--- config.mk ---
export PLATFORM = sky130hd
export DESIGN_NAME = fft_bitrev_loader
export DESIGN_NICKNAME = d
export VERILOG_FILES = /design/src/rtl/fft_pkg.sv /design/src/rtl/pingpong_bank_ctrl.sv /design/src/rtl/fft_bitrev_loader.sv
export SDC_FILE = /design/constraint.sdc
export NUM_CORES = 1
export LEC_CHECK = 0
export CAP_MARGIN = 20
export CORE_ASPECT_RATIO = 1.5
export CORE_MARGIN = 2
export CORE_UTILIZATION = 37
export DETAILED_ROUTE_END_ITERATION = 10
export GPL_ROUTABILITY_DRIVEN = 0
export GPL_TIMING_DRIVEN = 0
export PLACE_DENSITY_LB_ADDON = 0.1
export SYNTH_ARGS = -nofsm -noshare
export SYNTH_HDL_FRONTEND = slang
export SYNTH_SLANG_ARGS = --single-unit
--- constraint.sdc ---
create_clock -name clk -period 1.4 [get_ports clk]
set_input_delay 0.28 -clock clk [delete_from_list [all_inputs] [get_ports clk]]
set_output_delay 0.28 -clock clk [all_outputs]
set_load 0.02 [all_outputs]
--- src/rtl/fft_pkg.sv ---
// fft_pkg: shared FFT input-stage constants, types and the bit-reversal helper.
package fft_pkg;
    localparam int FFT_N      = 8;
    localparam int FFT_BITS   = 3;
    localparam int FFT_DATA_W = 16;
    localparam int MAX_BITS   = 16;

    typedef logic bank_t;

    typedef struct packed {
        logic [FFT_DATA_W-1:0] re;
        logic [FFT_DATA_W-1:0] im;
    } cplx_t;

    // Reverses the low `bits` bits of addr; higher bits come back as zero.
    function automatic logic [MAX_BITS-1:0] bitrev(input logic [MAX_BITS-1:0] addr, input int bits);
        bitrev = '0;
        for (int i = 0; i < MAX_BITS; i++)
            if (i < bits) bitrev[bits-1-i] = addr[i];
    endfunction
endpackage

--- src/rtl/pingpong_bank_ctrl.sv ---
// pingpong_bank_ctrl: tracks which of two sample banks are filling, full and next to hand off.
module pingpong_bank_ctrl
    import fft_pkg::*;
(
    input  logic  clk,
    input  logic  rst,
    input  logic  frame_done,
    input  logic  frame_ack,
    output bank_t fill_bank,
    output logic  frame_valid,
    output bank_t frame_bank,
    output logic  bank_free
);
    logic [1:0] r_full;
    bank_t      r_read_bank;
    logic       r_pending;
    bank_t      r_pend_bank;

    assign frame_valid = r_full[r_read_bank];
    assign frame_bank  = r_read_bank;
    assign bank_free   = !r_full[fill_bank];

    // The completed bank is marked full one cycle late so its last write lands first.
    always_ff @(posedge clk)
        if (rst) begin
            r_full      <= '0;
            r_read_bank <= '0;
            r_pending   <= 1'b0;
            r_pend_bank <= '0;
            fill_bank   <= '0;
        end else begin
            r_pending <= frame_done;
            if (frame_done) begin
                r_pend_bank <= fill_bank;
                fill_bank   <= ~fill_bank;
            end
            if (frame_valid && frame_ack) begin
                r_full[r_read_bank] <= 1'b0;
                r_read_bank         <= ~r_read_bank;
            end
            if (r_pending) r_full[r_pend_bank] <= 1'b1;
        end
endmodule

--- src/rtl/fft_bitrev_loader.sv ---
// fft_bitrev_loader: writes natural-order complex samples to ping-pong banks at bit-reversed addresses.
module fft_bitrev_loader
    import fft_pkg::*;
#(
    parameter int N            = FFT_N,
    parameter int BITS_PER_ROW = FFT_BITS,
    parameter int DATA_W       = FFT_DATA_W
) (
    input  logic                    clk,
    input  logic                    rst,
    input  logic                    in_valid,
    output logic                    in_ready,
    input  logic [DATA_W-1:0]       in_re,
    input  logic [DATA_W-1:0]       in_im,
    input  logic                    in_last,
    output logic                    wr_en,
    output logic                    wr_bank,
    output logic [BITS_PER_ROW-1:0] wr_addr,
    output logic [DATA_W-1:0]       wr_re,
    output logic [DATA_W-1:0]       wr_im,
    output logic                    frame_valid,
    output logic                    frame_bank,
    input  logic                    frame_ack,
    output logic                    frame_err
);
    logic [BITS_PER_ROW-1:0] r_cnt;
    logic                    w_accept;
    logic                    w_cnt_last;
    logic                    w_bank_free;
    bank_t                   w_fill_bank;

    assign in_ready   = !rst && w_bank_free;
    assign w_accept   = in_valid && in_ready;
    assign w_cnt_last = r_cnt == BITS_PER_ROW'(N - 1);

    pingpong_bank_ctrl u_ctrl (
        .clk         (clk),
        .rst         (rst),
        .frame_done  (w_accept && w_cnt_last),
        .frame_ack   (frame_ack),
        .fill_bank   (w_fill_bank),
        .frame_valid (frame_valid),
        .frame_bank  (frame_bank),
        .bank_free   (w_bank_free)
    );

    // Framing is purely by count; in_last is only compared, never used to resync.
    always_ff @(posedge clk)
        if (rst) begin
            r_cnt     <= '0;
            wr_en     <= 1'b0;
            wr_bank   <= 1'b0;
            wr_addr   <= '0;
            wr_re     <= '0;
            wr_im     <= '0;
            frame_err <= 1'b0;
        end else begin
            wr_en     <= w_accept;
            frame_err <= w_accept && (in_last != w_cnt_last);
            if (w_accept) begin
                r_cnt   <= w_cnt_last ? '0 : r_cnt + 1'b1;
                wr_bank <= w_fill_bank;
                wr_addr <= BITS_PER_ROW'(bitrev(MAX_BITS'(r_cnt), BITS_PER_ROW));
                wr_re   <= in_re;
                wr_im   <= in_im;
            end
        end
endmodule

---- After elaboration in Yosys (flattened, before gate mapping) ----
Cells that the tools add are included.
word-level totals
  flip-flop bits (word level) ............. 47
  output and inout bits ................... 41
  word-level logic and storage cells ...... 46
operators by class
  bitwise gates (word level) .............. 5
  equal/unequal tests ..................... 2
  muxes and demuxes ....................... 12
  add/subtract/negate cells ............... 1
  reductions and logical operators ........ 9
  $lt $le $gt $ge ......................... 5
operators with widths
  operator                                                                       count
  1-bit logical AND                                                              7
  1-bit by 2-bit less-than comparator with 1-bit output (second input constant)  3
  1-bit two-way mux                                                              6
  2-bit two-way mux                                                              3
  3-bit by 1-bit adder with 3-bit output (second input constant)                 1
  3-bit == test (second input constant)                                          1
  3-bit two-way mux                                                              1
  2-bit AND                                                                      1
  1-bit demux with 1-bit select                                                  2
  1-bit greater-or-equal comparator (second input constant)                      2
  1-bit logical NOT                                                              2
  1-bit inverter                                                                 2
  2-bit inverter                                                                 1
  2-bit OR                                                                       1
  1-bit inequality test                                                          1

---- Logic depth before layout (Yosys ltp) ----
Gate-level depths: netlist of the first run.
  depth in word-level cells ............... 10
  gate-level depth with buffers ........... 5
  mapped depth without buffers ............ 4

---- By module ----
From an unflattened synthesis of the first run, not the netlist that was laid out.
second synthesis, totals
  cells, all modules ...................... 210
  area total of the unflattened synthesis .. 2,378.5 um^2
by module, submodules not included
  module              area each (um^2)  instances  seq. area each (um^2)  cells an instance
  fft_bitrev_loader   2,133.3           1          820.8                  187
  pingpong_bank_ctrl  245.2             1          120.1                  23

---- Worst setup path before layout of the first run ----
OpenSTA, ideal clock, no wires.
  path type ............................... reg-to-output
  start point ............................. register u_ctrl.fill_bank
  end point ............................... output in_ready
  stages on the path, launching flop included .. 4
  slack ................................... -0.093 ns
  arrival ................................. 1.213 ns
  path through ............................ dfxtp_1 -> mux2_4 -> clkbuf_1 -> nor2_1
between the ends
  word-level cells in the longest chain between the ends .. 4
RTL lines
  item                                                   RTL line                  source
  from (decl)                                            pingpong_bank_ctrl.sv:9   output bank_t fill_bank,
  from (signal assigned)                                 pingpong_bank_ctrl.sv:35  fill_bank <= ~fill_bank;
  1-bit two-way mux (implied by the code) (2 in series)  pingpong_bank_ctrl.sv:21  assign bank_free = !r_full[fill_bank];
  1-bit logical NOT                                      pingpong_bank_ctrl.sv:21
  1-bit logical AND                                      fft_bitrev_loader.sv:32   assign in_ready = !rst && w_bank_free;
  to (decl)                                              fft_bitrev_loader.sv:12   output logic in_ready,
No other way between the ends. The select of a mux whose other input is x is not followed.

---- Final worst setup path of the first run ----
Ends and elaborated chain as after synthesis.

==> flow_metrics.tcl, run 1 <==
set metrics [dict create \
    status "complete, but fails checks" \
    violations "negative setup slack" \
    firstDrtPassIters 4 \
    end_kind "primary output" \
    path_clk_slew_ns 0.09 \
    routed_wl_um 5180 \
    cts-root-buf "clkbuf_8" \
    crit_arrival_ns 1.32 \
    drc_errors 0 \
    cp.required_ns 1.12 \
    setup_violations 8 \
    pin_count 78 \
    gr-total-overflow 0 \
    antenna_found_initial 0 \
    synthCells 211 \
    grt_pass1_wl_um 7870 \
    irDropWorstVdd_v 0.000722 \
    die_w_um 60.9 \
    grt_usage_pct 19.0 \
    port_buffers 77 \
    die-area_um2 5450 \
    start_kind "register" \
    hold_viol_final 0 \
    clock_latency_ns 0.31 \
    fp-row-count 31 \
    place_area_um2 2660 \
    period_needed_ns 1.60 \
    skew_ns 0.0104 \
    dr.first_iter.drc_count 88 \
    fin_area_um2 3060 \
    vias 1923 \
    synth_area_um2 1800 \
    hold_buffers 0 \
    start_util_pct 37.7 \
    worstMarginPinSlew_ns 0.494 \
    htreeDepth 2 \
    fin_crit_sh_pct 114 \
    nets 345 \
    grt_max_degree 20 \
    finalMaxSlewViolations 0 \
    maxCapViolCount 0 \
    core_area_um2 4770 \
    max_freq_ghz 0.624 \
    final_cell_mix "43 x dfxtp_1, 39 x a21oi_1, 39 x dlygate4sd2_1" \
    synthTopCellsByArea "dfxtp_1 52%, a21oi_1 11%, o21ai_0 11%" \
    drive_above_1_share_pct 22.1 \
    syn_avg_cell_area_um2 8.53 \
    synthDistinctLibCells 26 \
    cts-buffers-inserted 5 \
    synth-seq-area-share_pct 52.3 \
    p_leak_nw 1.27 \
    rsz0062_at_grt "true" \
    die_h_um 89.4 \
    tns_ns -0.793 \
    synth_top_area_cell "dfxtp_1" \
    avgViaCountPerCell 5.16 \
    syn2layout_area_growth_pct 70.0 \
    clk_path_buf_depth 2 \
    min_path_type "register to register" \
    grt_pass1_vias 1737 \
    hpwl_um 3320 \
    slew-limit-headroom_pct 67.0 \
    antenna_cells 0 \
    powerDensity_nw_per_um2 894 \
    fin_util_pct 64.1 \
    ys_seq_elements 47 \
    layout_commonest_cell "dfxtp_1" \
    synthesis.nets 250 \
    pre_cts_slack_ns -0.904 \
    yosysWarnings 0 \
    path_class "register to primary output" \
    fin_ws_ns -0.202 \
    cts_tree "built" \
    final_antenna_net_count 0 \
    cp_max_fo 3 \
    wire_per_inst_um 13.9 \
    yosys.area.top_type_share_pct 52.3 \
    cts_sinks 47 \
]
## worst max-delay path, cell delays in order, from the launching register on
cell	delay (ns)
dfxtp_4	0.36
mux2_4	0.32
clkbuf_16	0.15
nor2_4	0.07
buf_6	0.11
## Yosys cell counts
cell	number
nor3_1	1
mux2i_1	2
clkbuf_1	16
a22oi_1	1
buf_2	4
nand3_1	37
a21oi_1	41
o31ai_1	1
dfxtp_1	47
nand2b_1	1
o21ai_0	40
nor2_1	3
a311oi_1	1
nand2_1	2
nor2b_1	1
ha_1	2
and3_1	1
nand4b_1	1
nand4_1	1
or2b_1	1
mux2_2	1
inv_1	2
mux2_4	1
buf_1	1
xnor2_1	1
or4_1	1
## worst paths after layout
check,endpoint,slack [ns],cells after the start,start
max,in_ready,-0.20,4,u_ctrl.fill_bank$_SDFFE_PP0P_
min,wr_re[8]$_SDFFE_PP0P_,0.46,2,wr_re[8]$_SDFFE_PP0P_
max reg2reg,wr_re[9]$_SDFFE_PP0P_,-0.12,7,u_ctrl.fill_bank$_SDFFE_PP0P_
min reg2reg,wr_re[8]$_SDFFE_PP0P_,0.46,2,wr_re[8]$_SDFFE_PP0P_
## metrics by stage
| step | hold slack, ns | total power, mW | instances |
|---|---|---|---|
| after floorplan | 0.400 | 1.60 | 211 |
| after global placement | 0.460 | 1.83 | 354 |
| after detailed placement | 0.467 | 1.83 | 354 |
| after CTS | 0.476 | 2.69 | 369 |
| after global routing | 0.483 | 2.84 | 373 |
| final | 0.459 | 2.74 | 373 |
## per-layer routing
layer | GRT usage (%) | vias to the layer above | share of wire (%)
met1 | 23.1 | 901 | 41
met4 | 4.74 | 0 | 1.3
met3 | 4.63 | 6 | 5.8
li1 | - | 954 | -
met5 | 0 | - | 0
met2 | 33.0 | 62 | 52
## final cells by class
cell class,instances,area (um^2)
Timing Repair Buffer,89,842
Clock buffer,7,96.3
Inverter,2,7.51
Buffer,20,189
Clock inverter,1,7.51
Tap cell,66,82.6
Sequential cell,47,951
Fill cell,440,1710
Multi-Input combinational cell,141,882
## power by group
group | internal, mW | switching [mW]
registers | 1.38 | 0.0245
clock network | 0.450 | 0.468
logic | 0.213 | 0.199
total | 2.04 | 0.691
## repair_timing
action,in CTS,in global routing
gates resized for setup,97,82
endpoints found under the setup margin,83,43
setup buffers,8,4
pin swaps,2,13
## cell families (layout without fill, tap and decap cells)
kind of cell	after synthesis	after routing	share of synthesized area, %
AOI/OAI and AO/OA	84	84	23.9
adders and majority gates	2	2	1.39
xor gates and xnor gates	1	1	0.487
and+or+nand+nor	50	50	14.3
buffers and inverters	23	119	5.08
muxes	4	4	2.57
DFF	47	47	52.3
## flip-flops by register name, indices dropped and copies added, names as in the netlist, 2 cells and up
signal	flops
wr_im	16
wr_re	16
r_cnt	3
wr_addr	3
u_ctrl.r_full	2
Power figures use the tool's default switching activity.
==> inputs of run 2 (changes only) <==
Settings changed: CORE_UTILIZATION 37 to 41, SLEW_MARGIN set to 20, SYNTH_HIERARCHICAL set to 1.
==> flow_metrics.tcl, run 2 <==
set metrics [dict create \
    core_area_um2 5700 \
    cpMaxStageDelayCell "dfxtp_4" \
    pin_count 78 \
    slowest_delay_ns 0.36 \
    rsz0062_at_grt "true" \
    path_clk_slew_ns 0.09 \
    grt_usage_pct 17.2 \
    hold_buffers 0 \
    powerDensity_nw_per_um2 835 \
    die-area_um2 6440 \
    synthTopCellsByArea "dfxtp_1 40%, a21oi_2 13%, a21bo_2 12%" \
    period_needed_ns 1.61 \
    avgViaCountPerCell 4.99 \
    die_w_um 66.2 \
    hold_viol_final 0 \
    use_met3_pct 3.48 \
    dr.first_iter.drc_count 72 \
    synth_flop_cell "dfxtp_1" \
    min_from "in_valid" \
    whs_endpoint "r_cnt[0]$_SDFFE_PP0P_" \
    min_path_type "input pin to register" \
    fin_area_um2 3310 \
    drive_above_1_share_pct 42.1 \
    ys_seq_elements 47 \
    syn2layout_area_growth_pct 39.3 \
    r2r_cells 7 \
    yosysMostFrequentCell "dfxtp_1" \
    htreeDepth 2 \
    synth_edf_count 0 \
    path_class "register to primary output" \
    wire_per_inst_um 14.1 \
    synthesis.nets 249 \
    reg2reg_slack_ns -0.16 \
    status "complete, but fails checks" \
    synth_commonest_cells "47 x dfxtp_1, 35 x a21oi_2, 28 x a21bo_2" \
    die_h_um 97.3 \
    hold_depth 3 \
    nets 336 \
    cts-buffers-inserted 5 \
    worstMarginPinSlew_ns 0.297 \
    synthArstFlopShare_pct 0 \
    crit_top_cell "buf_6" \
    irDropWorstVdd_v 0.000464 \
    antenna_cells 0 \
    grt_pass1_vias 1841 \
    fin_crit_sh_pct 115 \
    synth-seq-area-share_pct 39.6 \
    cp.depth 5 \
    cts-root-buf "clkbuf_8" \
    port_buffers 76 \
    cts_tree "built" \
    grt_pass1_wl_um 8720 \
    gr-total-overflow 0 \
    crit_buf_inv 3 \
    drc_errors 0 \
    start_util_pct 41.7 \
    crit_chain "mux2i_1, buf_6, buf_12, nor2b_4, buf_6" \
    slew-limit-headroom_pct 80.2 \
    layout_commonest_cell "dfxtp_1" \
    cp_max_fo 2 \
    final_antenna_net_count 0 \
    yosys.area.top_type_share_pct 39.6 \
    fp-row-count 34 \
    setup_violations 14 \
    fin_util_pct 58.1 \
    vias 1840 \
    firstDrtPassIters 4 \
    grtUsageMet2_pct 30.1 \
    antenna_found_initial 0 \
    cts_sinks 47 \
    cp.required_ns 1.12 \
    skew_ns 0.00700 \
    end_kind "primary output" \
    rr_startpoint "u_ctrl/fill_bank$_SDFFE_PP0P_" \
    synth_top_area_cell "dfxtp_1" \
    yosysWarnings 6 \
    reg2reg_to "u_ctrl/r_pend_bank$_SDFFE_PP0P_" \
    syn_avg_cell_area_um2 11.3 \
    maxCapViolCount 0 \
    start_kind "register" \
    fin_ws_ns -0.211 \
    place_area_um2 3240 \
    max_freq_ghz 0.621 \
    clock_latency_ns 0.30 \
    met1_usage_pct 20.3 \
    finalMaxSlewViolations 0 \
    hpwl_um 3720 \
    routed_wl_um 5200 \
    p_leak_nw 1.40 \
    final_cell_mix "45 x dfxtp_1, 39 x dlygate4sd2_1, 35 x a21oi_2" \
    crit_arrival_ns 1.33 \
    power_mw 2.77 \
    grt_max_degree 19 \
    globalRoute.busiestLayer "met2" \
    synthDistinctLibCells 28 \
    violations "negative setup slack" \
    whs_ns 0.266 \
    top_regs "wr_im (16), wr_re (16)" \
    tns_ns -1.29 \
    synthCells 210 \
    crit_family "flip-flops" \
    synth_area_um2 2380 \
    clk_path_buf_depth 2 \
]
-- run 2: changes by cell type after synthesis, moves of 2 or more --
cell	previous run	this run
buf_2	4	6
buf_4	0	3
a21bo_2	0	28
buf_6	0	7
nand3_2	0	20
and2_1	0	2
buf_12	0	3
nand3_1	37	18
a21bo_1	0	13
a21oi_1	41	6
buf_8	0	3
a21oi_2	0	35
o21ai_0	40	0
clkbuf_1	16	0
-- run 2: how the worst max path moves through the flow --
stage / startpoint / end / slack [ns]
finish: u_ctrl/fill_bank$_SDFFE_PP0P_ / in_ready / -0.21
global route: u_ctrl/fill_bank$_SDFFE_PP0P_ / in_ready / -0.26
detailed placement: rst / in_ready / -0.92
floorplan: u_ctrl/fill_bank$_SDFFE_PP0P_ / in_ready / -0.03
global placement: rst / in_ready / -0.93
CTS: u_ctrl/fill_bank$_SDFFE_PP0P_ / in_ready / -0.24
-- run 2: what timing repair did --
item / CTS / global route
pin swaps: 1 / 0
setup buffers: 5 / 0
gates resized for setup: 60 / 1
setup endpoints to repair: 44 / 30
-- run 2: worst min-delay path, cell delays in order --
cell,delay [ns]
buf_6,0.11
nand4bb_1,0.08
a21oi_1,0.05
-- run 2: logic make-up (layout without fill, tap and decap cells) --
group           Yosys count  after routing  share of synthesized area [%]
compound gates           83             83                           31.8
simple gates             50             50                           15.5
flops                    47             47                           39.6
buf+inv                  23            110                           10.1
mux                       3              3                           1.32
fa+ha+maj                 2              2                           1.05
xor+xnor                  2              2                          0.737
-- run 2: metrics by stage --
stage / worst slack [ns] / instances
floorplan: -0.0315 / 210
global placement: -0.933 / 358
CTS: -0.237 / 369
finish: -0.211 / 369
detailed placement: -0.916 / 358
global route: -0.258 / 369
-- run 2: area by class of cell --
class / instances / area, um^2
Fill cell: 563 / 2390
Multi-Input combinational cell: 140 / 1210
Sequential cell: 47 / 948
Timing Repair Buffer: 81 / 753
Buffer: 21 / 219
Tap cell: 72 / 90.1
Clock buffer: 6 / 82.6
Clock inverter: 1 / 5.00
Inverter: 1 / 3.75
-- run 2: metal layers --
| metal | vias to the layer above | wire [um] |
|---|---|---|
| met1 | 869 | 2200 |
| met2 | 49 | 2680 |
| li1 | 916 | - |
| met3 | 6 | 242 |
| met4 | 0 | 78 |
| met5 | - | 0 |
-- run 2: report_power, final --
part / total, mW / switching, mW / leakage, nW / internal, mW
Clock: 0.846 / 0.458 / 0.0470 / 0.388
Combinational: 0.503 / 0.239 / 0.962 / 0.264
Sequential: 1.42 / 0.0265 / 0.387 / 1.39
Total: 2.77 / 0.723 / 1.40 / 2.04
